<file path="config.mk">
export PLATFORM = sky130hd
export DESIGN_NAME = frame_deserializer
export DESIGN_NICKNAME = d
export VERILOG_FILES = /design/src/rtl/frame_deser_pkg.sv /design/src/rtl/frame_deserializer.sv
export SDC_FILE = /design/constraint.sdc
export NUM_CORES = 1
export LEC_CHECK = 0
export ABC_AREA = 1
export CORE_MARGIN = 2
export CORE_UTILIZATION = 53
export CTS_CLUSTER_SIZE = 28
export DETAILED_ROUTE_END_ITERATION = 8
export PLACE_DENSITY = 0.8
export SETUP_SLACK_MARGIN = 0.2
export SYNTH_ARGS = -nofsm -noshare
export SYNTH_HDL_FRONTEND = slang
export SYNTH_SLANG_ARGS = --single-unit
</file>
<file path="constraint.sdc">
create_clock -name clk_i -period 3.2 [get_ports clk_i]
set_clock_uncertainty 0.1 [all_clocks]
set_input_delay 0.64 -clock clk_i [delete_from_list [all_inputs] [get_ports clk_i]]
set_output_delay 0.64 -clock clk_i [all_outputs]
set_load 0.01 [all_outputs]
</file>
<file path="src/rtl/frame_deser_pkg.sv">
// Shared types and helpers for the frame deserializer.
//   state_e         : FSM state encoding (PARITY is only reachable in the
//                     parity-checking build).
//   even_parity_ok  : returns 1 when data plus parity bit hold an even
//                     number of ones. Data is passed zero-extended to 64 bits,
//                     which leaves the parity of any narrower word unchanged.
package frame_deser_pkg;

    typedef enum logic [1:0] {
        IDLE   = 2'd0,
        SHIFT  = 2'd1,
        PARITY = 2'd2
    } state_e;

    function automatic logic even_parity_ok(input logic [63:0] data, input logic parity_bit);
        return ((^data) ^ parity_bit) == 1'b0;
    endfunction

endpackage

</file>
<file path="src/rtl/frame_deserializer.sv">
// frame_deserializer: assembles a framed serial bit stream into WIDTH-bit words.
//
// Optional feature macro: FRAME_DESER_PARITY_EN
//   defined   : after the WIDTH data bits one parity bit is collected; the
//               word is delivered only if data plus parity has even parity,
//               otherwise err_o pulses and data_o keeps its old value.
//   undefined : the frame ends after WIDTH data bits.
//
// Parameters:
//   WIDTH      word width in bits (2..64)
//   MSB_FIRST  1: first serial bit lands in data_o[WIDTH-1]; 0: in data_o[0]
//
// Ports:
//   clk_i        clock, all logic on the rising edge
//   rst_ni       synchronous reset, active HIGH despite the name
//   start_i      frame-start marker (carries no data bit)
//   bit_valid_i  bit_i holds a serial bit this cycle
//   bit_i        serial data bit
//   valid_o      one-cycle strobe: data_o holds a new word
//   data_o       last completed word, held between strobes
//   err_o        one-cycle strobe: frame aborted or parity failed
module frame_deserializer
    import frame_deser_pkg::*;
#(
    parameter int WIDTH     = 8,
    parameter bit MSB_FIRST = 1'b1
) (
    input  logic             clk_i,
    input  logic             rst_ni,
    input  logic             start_i,
    input  logic             bit_valid_i,
    input  logic             bit_i,
    output logic             valid_o,
    output logic [WIDTH-1:0] data_o,
    output logic             err_o
);

    localparam int CW = $clog2(WIDTH + 1);
    localparam logic [CW-1:0] LAST_IDX = CW'(WIDTH - 1);

    state_e           state_r, state_s;
    logic [CW-1:0]    cnt_r, cnt_s;
    logic [WIDTH-1:0] shift_r, shift_s;
    logic [WIDTH-1:0] data_r, data_s;
    logic             valid_r, valid_s;
    logic             err_r, err_s;

    logic [WIDTH-1:0] shifted_s;
    logic             last_bit_s;

    assign valid_o = valid_r;
    assign data_o  = data_r;
    assign err_o   = err_r;

    // Counter holds the number of data bits already accepted, so the
    // incoming bit completes the word when it equals WIDTH-1.
    assign last_bit_s = (cnt_r == LAST_IDX);

    // Shift register contents with the current bit_i inserted.
    always_comb begin
        if (MSB_FIRST) begin
            shifted_s = {shift_r[WIDTH-2:0], bit_i};
        end else begin
            shifted_s = {bit_i, shift_r[WIDTH-1:1]};
        end
    end

    // Next-state, counter, shift register and output strobe logic.
    always_comb begin
        state_s = state_r;
        cnt_s   = cnt_r;
        shift_s = shift_r;
        data_s  = data_r;
        valid_s = 1'b0;
        err_s   = 1'b0;
        case (state_r)
            IDLE: begin
                if (start_i) begin
                    state_s = SHIFT;
                    cnt_s   = {CW{1'b0}};
                    shift_s = {WIDTH{1'b0}};
                end else begin
                    state_s = IDLE;
                end
            end
            SHIFT: begin
`ifdef FRAME_DESER_PARITY_EN
                // The last data bit does not end the frame here, so a start
                // alongside it is still an abort.
                if (start_i) begin
                    err_s   = 1'b1;
                    state_s = SHIFT;
                    cnt_s   = {CW{1'b0}};
                    shift_s = {WIDTH{1'b0}};
                end else if (bit_valid_i) begin
                    shift_s = shifted_s;
                    cnt_s   = cnt_r + CW'(1);
                    if (last_bit_s) begin
                        state_s = PARITY;
                    end else begin
                        state_s = SHIFT;
                    end
                end else begin
                    state_s = SHIFT;
                end
`else
                if (bit_valid_i && last_bit_s) begin
                    // Completing bit wins over a coincident start: deliver
                    // the word and, if start_i is high, open the next frame.
                    data_s  = shifted_s;
                    valid_s = 1'b1;
                    cnt_s   = {CW{1'b0}};
                    shift_s = {WIDTH{1'b0}};
                    state_s = start_i ? SHIFT : IDLE;
                end else if (start_i) begin
                    // Abort: any bit presented this cycle is dropped.
                    err_s   = 1'b1;
                    state_s = SHIFT;
                    cnt_s   = {CW{1'b0}};
                    shift_s = {WIDTH{1'b0}};
                end else if (bit_valid_i) begin
                    shift_s = shifted_s;
                    cnt_s   = cnt_r + CW'(1);
                    state_s = SHIFT;
                end else begin
                    state_s = SHIFT;
                end
`endif
            end
`ifdef FRAME_DESER_PARITY_EN
            PARITY: begin
                if (bit_valid_i) begin
                    if (even_parity_ok(64'(shift_r), bit_i)) begin
                        data_s  = shift_r;
                        valid_s = 1'b1;
                    end else begin
                        err_s   = 1'b1;
                    end
                    cnt_s   = {CW{1'b0}};
                    shift_s = {WIDTH{1'b0}};
                    state_s = start_i ? SHIFT : IDLE;
                end else if (start_i) begin
                    err_s   = 1'b1;
                    state_s = SHIFT;
                    cnt_s   = {CW{1'b0}};
                    shift_s = {WIDTH{1'b0}};
                end else begin
                    state_s = PARITY;
                end
            end
`endif
            default: begin
                state_s = IDLE;
                cnt_s   = {CW{1'b0}};
                shift_s = {WIDTH{1'b0}};
            end
        endcase
    end

    // State and output registers with synchronous active-high reset.
    always_ff @(posedge clk_i) begin
        if (rst_ni) begin
            state_r <= IDLE;
            cnt_r   <= {CW{1'b0}};
            shift_r <= {WIDTH{1'b0}};
            data_r  <= {WIDTH{1'b0}};
            valid_r <= 1'b0;
            err_r   <= 1'b0;
        end else begin
            state_r <= state_s;
            cnt_r   <= cnt_s;
            shift_r <= shift_s;
            data_r  <= data_s;
            valid_r <= valid_s;
            err_r   <= err_s;
        end
    end

endmodule

</file>
; ---- Yosys cells after proc, flatten, opt, wreduce, memory -nomap -nowiden
; Index checks and enable logic that the tools add are counted.
; W data, S select, Z words.
[word_totals]
reg_bits = 23
word_cells = 33
[classes]
add_sub_neg = 1
n_eq_ne = 4
muxes = 15
n_bitwise = 1
n_reduce_logical = 6
[op_table]
columns = operator, count
row1 = $mux W7, 4
row2 = $mux W4, 4
row3 = $pmux W7 S2, 1
row4 = $pmux W4 S2, 1
row5 = $add A4 B1 Y4 const B, 1
row6 = $eq A4 B3 Y1 const B, 1
row7 = $ne A4 B4 Y1 const B, 1
row8 = $pmux W2 S2, 1
row9 = $reduce_and A2 Y1, 2
row10 = $mux W1, 3
row11 = $reduce_or A3 Y1, 1
row12 = $eq A2 B1 Y1 const B, 1
row13 = $logic_not A2 Y1, 1
row14 = $mux W2, 1
row15 = $ne A2 B2 Y1 const B, 1
row16 = $reduce_or A2 Y1, 1
row17 = $logic_and A1 B1 Y1, 1
row18 = $not A1 Y1, 1

; ---- Longest topological paths before layout
[depth]
ltp_word = 5
mapped_depth = 6
mapped_depth_nobuf = 6

; ---- Worst setup path before layout
; No wires, ideal clock.
[synth_timing]
kind = input port to flip-flop
startpoint = in bit_valid_i
endpoint = reg cnt_r[2]
setup_time_ns = 0.115
arrival_ns = 1.213
required_ns = 2.985
setup_slack_ns = 1.772
cell_stages = 6
path_buffers = 0
path_cell_list = nand2_1 -> inv_2 -> nor2_2 -> nor2_1 -> o21ai_0 -> inv_1
[synth_between]
elab_chain_len = 3
elab_cells_between_ends = 5
[synth_rtl]
columns = item, line
row1 = from (decl), frame_deserializer.sv:31  ; input logic bit_valid_i,
row2 = $logic_and A1 B1 Y1, frame_deserializer.sv:107  ; if (bit_valid_i && last_bit_s) begin
row3 = $ne A4 B4 Y1 (no line) / $mux W4 (equally long branches), --
row4 = $reduce_and A2 Y1 (no line) / $pmux W4 S2 (equally long branches), --
row5 = to (signal assigned), frame_deserializer.sv:164  ; cnt_r <= {CW{1'b0}};
row6 = to (signal assigned), frame_deserializer.sv:171  ; cnt_r <= cnt_s;
row7 = to (decl), frame_deserializer.sv:42  ; logic [CW-1:0] cnt_r, cnt_s;
; Several ways; a longest one is shown, not always the timed one.
; A chain may end at the register's enable or synchronous reset.

; ---- Worst setup path after layout
[layout_timing]
startpoint = reg data_r[7], in the netlist data_o[7]
endpoint = out data_o[7]
[layout_rtl]
columns = item, line
row1 = from (decl), frame_deserializer.sv:44  ; logic [WIDTH-1:0] data_r, data_s;
row2 = from (signal assigned), frame_deserializer.sv:166  ; data_r <= {WIDTH{1'b0}};
row3 = from (signal assigned), frame_deserializer.sv:173  ; data_r <= data_s;
row4 = to (decl), frame_deserializer.sv:34  ; output logic [WIDTH-1:0] data_o,
; No word-level cell between the ends.

==> results.tsv <==
stage	metric	value	unit
power_and_ir_drop	Comb pwr share	4.4	%
finish	area of the multi-input gates	367	sq um
worst_hold_path	HP Class	flop to flop	
clocking	clock buffer depth	2	
timing	total negative slack	0	ps
critical_path	CP delay by family, top	buffers and inverters	
critical_path	Worst Path Required	2460	ps
clocking	CTS Hold Buffers Added	0	
power_and_ir_drop	P per Cell Area	487	nW/um^2
drt	Vias/cell	5.17	
timing	setup slack after layout	1280	ps
critical_path	Buf/Inv on CP	1	
critical_path	CP endpoint kind	primary output	
synth	Mapped Cells	111	
timing	unrepaired setup endpoints after global routing	no	
clocking	Clock Pin Slew Worst Setup and Hold Paths	120	ps
placed_design	dpl ws	1120	ps
clocking	postcts setup bufs	0	
clocking	CTS Buf Count	3	
synth	synthesis-stage register bit count	22	
timing	normalized max-slew margin	49.5	%
global_route	grt ovf	0	
critical_path	CP startpoint kind	flop	
floorplan	Core Region	1510	sq um
finish	n_diodes	0	
floorplan	Die H	44.0	um
global_route	initial antenna violation count	0	
synth	syn nets	117	
drt	Routed Antenna Nets	0	
power_and_ir_drop	P_leak	0.000384	uW
synth	Yosys Warn Count	0	
critical_path	CP cell instances	clkdlybuf4s50_1	
synth	post-synth cell types	16	
drt	Initial DRC Count	7	
flow_run	Max Cap Viol	0	
drt	Post-Route WL	1510	um
global_route	Total Routing Usage GR	18.4	%
synth	Seq/Total Area, Yosys	51.8	%
drt	DR vias	734	
power_and_ir_drop	Tot Pwr	512	uW
finish	final net count	133	
floorplan	die area	1940	sq um
placed_design	detailed placer's ending HPWL	1050	um
clocking	CTS root buf	clkbuf_4	
finish	storage element area	440	sq um
power_and_ir_drop	sw power	100	uW
floorplan	Ports	15	
placed_design	GPL Wtd Cong	0.821	
timing	final setup fails	0	
power_and_ir_drop	Max VDD drop	0.318	mV
floorplan	Die W	44.0	um
critical_path	slowest stage cell, crit path	clkdlybuf4s50_1	
critical_path	Worst Path Arrival	1180	ps
critical_path	CP Class	flop to primary output	
finish	fill cell count	123	
timing	final hold violations	0	
drt	DRC Markers	0	
timing	Final period util	60.1	%
power_and_ir_drop	switch share	19.6	%
clocking	htree depth	1	
global_route	first-pass GRT wire length	2650	um
power_and_ir_drop	cell internal pwr	411	uW
synth	synthesized area	850	sq um
synth	syn avg cell area	7.65	sq um
finish	post-route cell area	1050	sq um
clocking	CTS sink cnt	22	
power_and_ir_drop	clock group share of total power	40.8	%
placed_design	count of input and output buffers	14	
timing	Final Critical Period	1920	ps
global_route	largest net degree at the start of global routing	23	
run_status	outcome	finished, final reports clean	
finish	Area Overhead vs Synth	23.6	%
timing	f_max	520	MHz
clocking	CTS tree	done	
drt	WL/cell	10.6	um
critical_path	CP max stage delay	530	ps
clocking	worst skew pair latency	300	ps
placed_design	Post-DP Area	997	sq um
drt	Detailed Routing Iterations Pass 1	4	
floorplan	initial core utilization	56.4	%
timing	max-slew violations	0	
floorplan	# rows	14	
power_and_ir_drop	part of the power in registers	54.8	%
critical_path	worst-path maximum fanout	2	
clocking	number of cells upsized or downsized after cts	0	
timing	worst slew pin tran	754	ps
finish	proportion of layout cells with a drive suffix above 1	7.94	%
global_route	vias in the first global route	604	
Yosys cell counts:
cell type	number	area, sq um
a21oi_1	18	90.1
buf_2	1	5.00
clkbuf_1	2	7.51
dfxtp_1	22	440
ha_1	1	12.5
inv_1	7	26.3
inv_2	1	3.75
nand2_1	34	128
nand2_2	2	12.5
nand3_1	9	45.0
nand4_1	1	6.26
nor2_1	5	18.8
nor2_2	1	6.26
nor2_4	2	22.5
nor3_1	2	10.0
o21ai_0	3	15.0
final cells by class:
| type | count | area share [%] |
|---|---|---|
| sequential | 22 | 42.0 |
| multi-input combinational | 78 | 34.9 |
| timing repair buffer | 14 | 13.3 |
| clock inverter | 1 | 2.86 |
| inverter | 8 | 2.86 |
| clock buffer | 3 | 2.15 |
| tap | 16 | 1.91 |
logic make-up (layout without fill, tap and decap cells):
group	Yosys count	in the layout	synth area share (%)
AO/OA/AOI/OAI	21	21	12.4
adder cells (fa/ha/maj)	1	1	1.47
buffers and inverters	11	26	5.01
flip-flops	22	22	51.8
AND/OR/NAND/NOR	56	56	29.3
per-stage QoR:
stage                     instances  hold slack [ps]  utilization [%]
after floorplan                 111              344                -
after global placement          138              352             66.2
after detailed placement        138              354             66.2
after CTS                       142              371             69.7
after global routing            142              392             69.7
final                           142              371             69.7
routing by layer:
layer | up-vias | GRT usage [%] | wire length (um) | share of wire [%]
li1 | 388 | - | - | -
met1 | 331 | 27.3 | 751 | 50
met2 | 13 | 26.2 | 695 | 46
met3 | 2 | 3.67 | 52 | 3.4
met4 | 0 | 7.27 | 9 | 0.60
met5 | - | 0 | 0 | 0
registers in the layout (all words and copies together), names as in the netlist:
register and cells:
cnt_r 4, data_o 8, err_o 1, shift_r 7
state_r 1, valid_o 1
placed cells by master, fill, tap and decap left out:
master           netlist  final
nand2_1               34     34
o21ai_0                3      3
nor2_1                 5      5
a21oi_1               18     18
nor3_1                 2      2
inv_2                  1      1
nand2_2                2      2
inv_1                  7      7
clkdlybuf4s50_1        0     14
ha_1                   1      1
bufinv_16              0      1
dfxtp_1               22     22
clkbuf_4               0      3
nand3_1                9      9
nand4_1                1      1
nor2_2                 1      1
nor2_4                 2      2
path summary, 6_finish.rpt:
check	end	slack (ps)	start	cells past startpoint
min	data_o[3]$_SDFFE_PP0P_	370	data_o[3]$_SDFFE_PP0P_	2
max reg2reg	data_o[6]$_SDFFE_PP0P_	1590	cnt_r[0]$_SDFFE_PP0P_	6
max	data_o[7]	1280	data_o[7]$_SDFFE_PP0P_	1
min reg2reg	data_o[3]$_SDFFE_PP0P_	370	data_o[3]$_SDFFE_PP0P_	2
power groups by stage:
stage / Clock (uW) / Combinational (uW) / Sequential, uW
after global routing: 224 / 25.4 / 281
final: 209 / 22.5 / 280
after floorplan: 0 / 15.0 / 284
after detailed placement: 0 / 22.5 / 286
after global placement: 0 / 22.1 / 286
after CTS: 211 / 22.7 / 280
No activity file was read; power rests on OpenSTA's default activity.
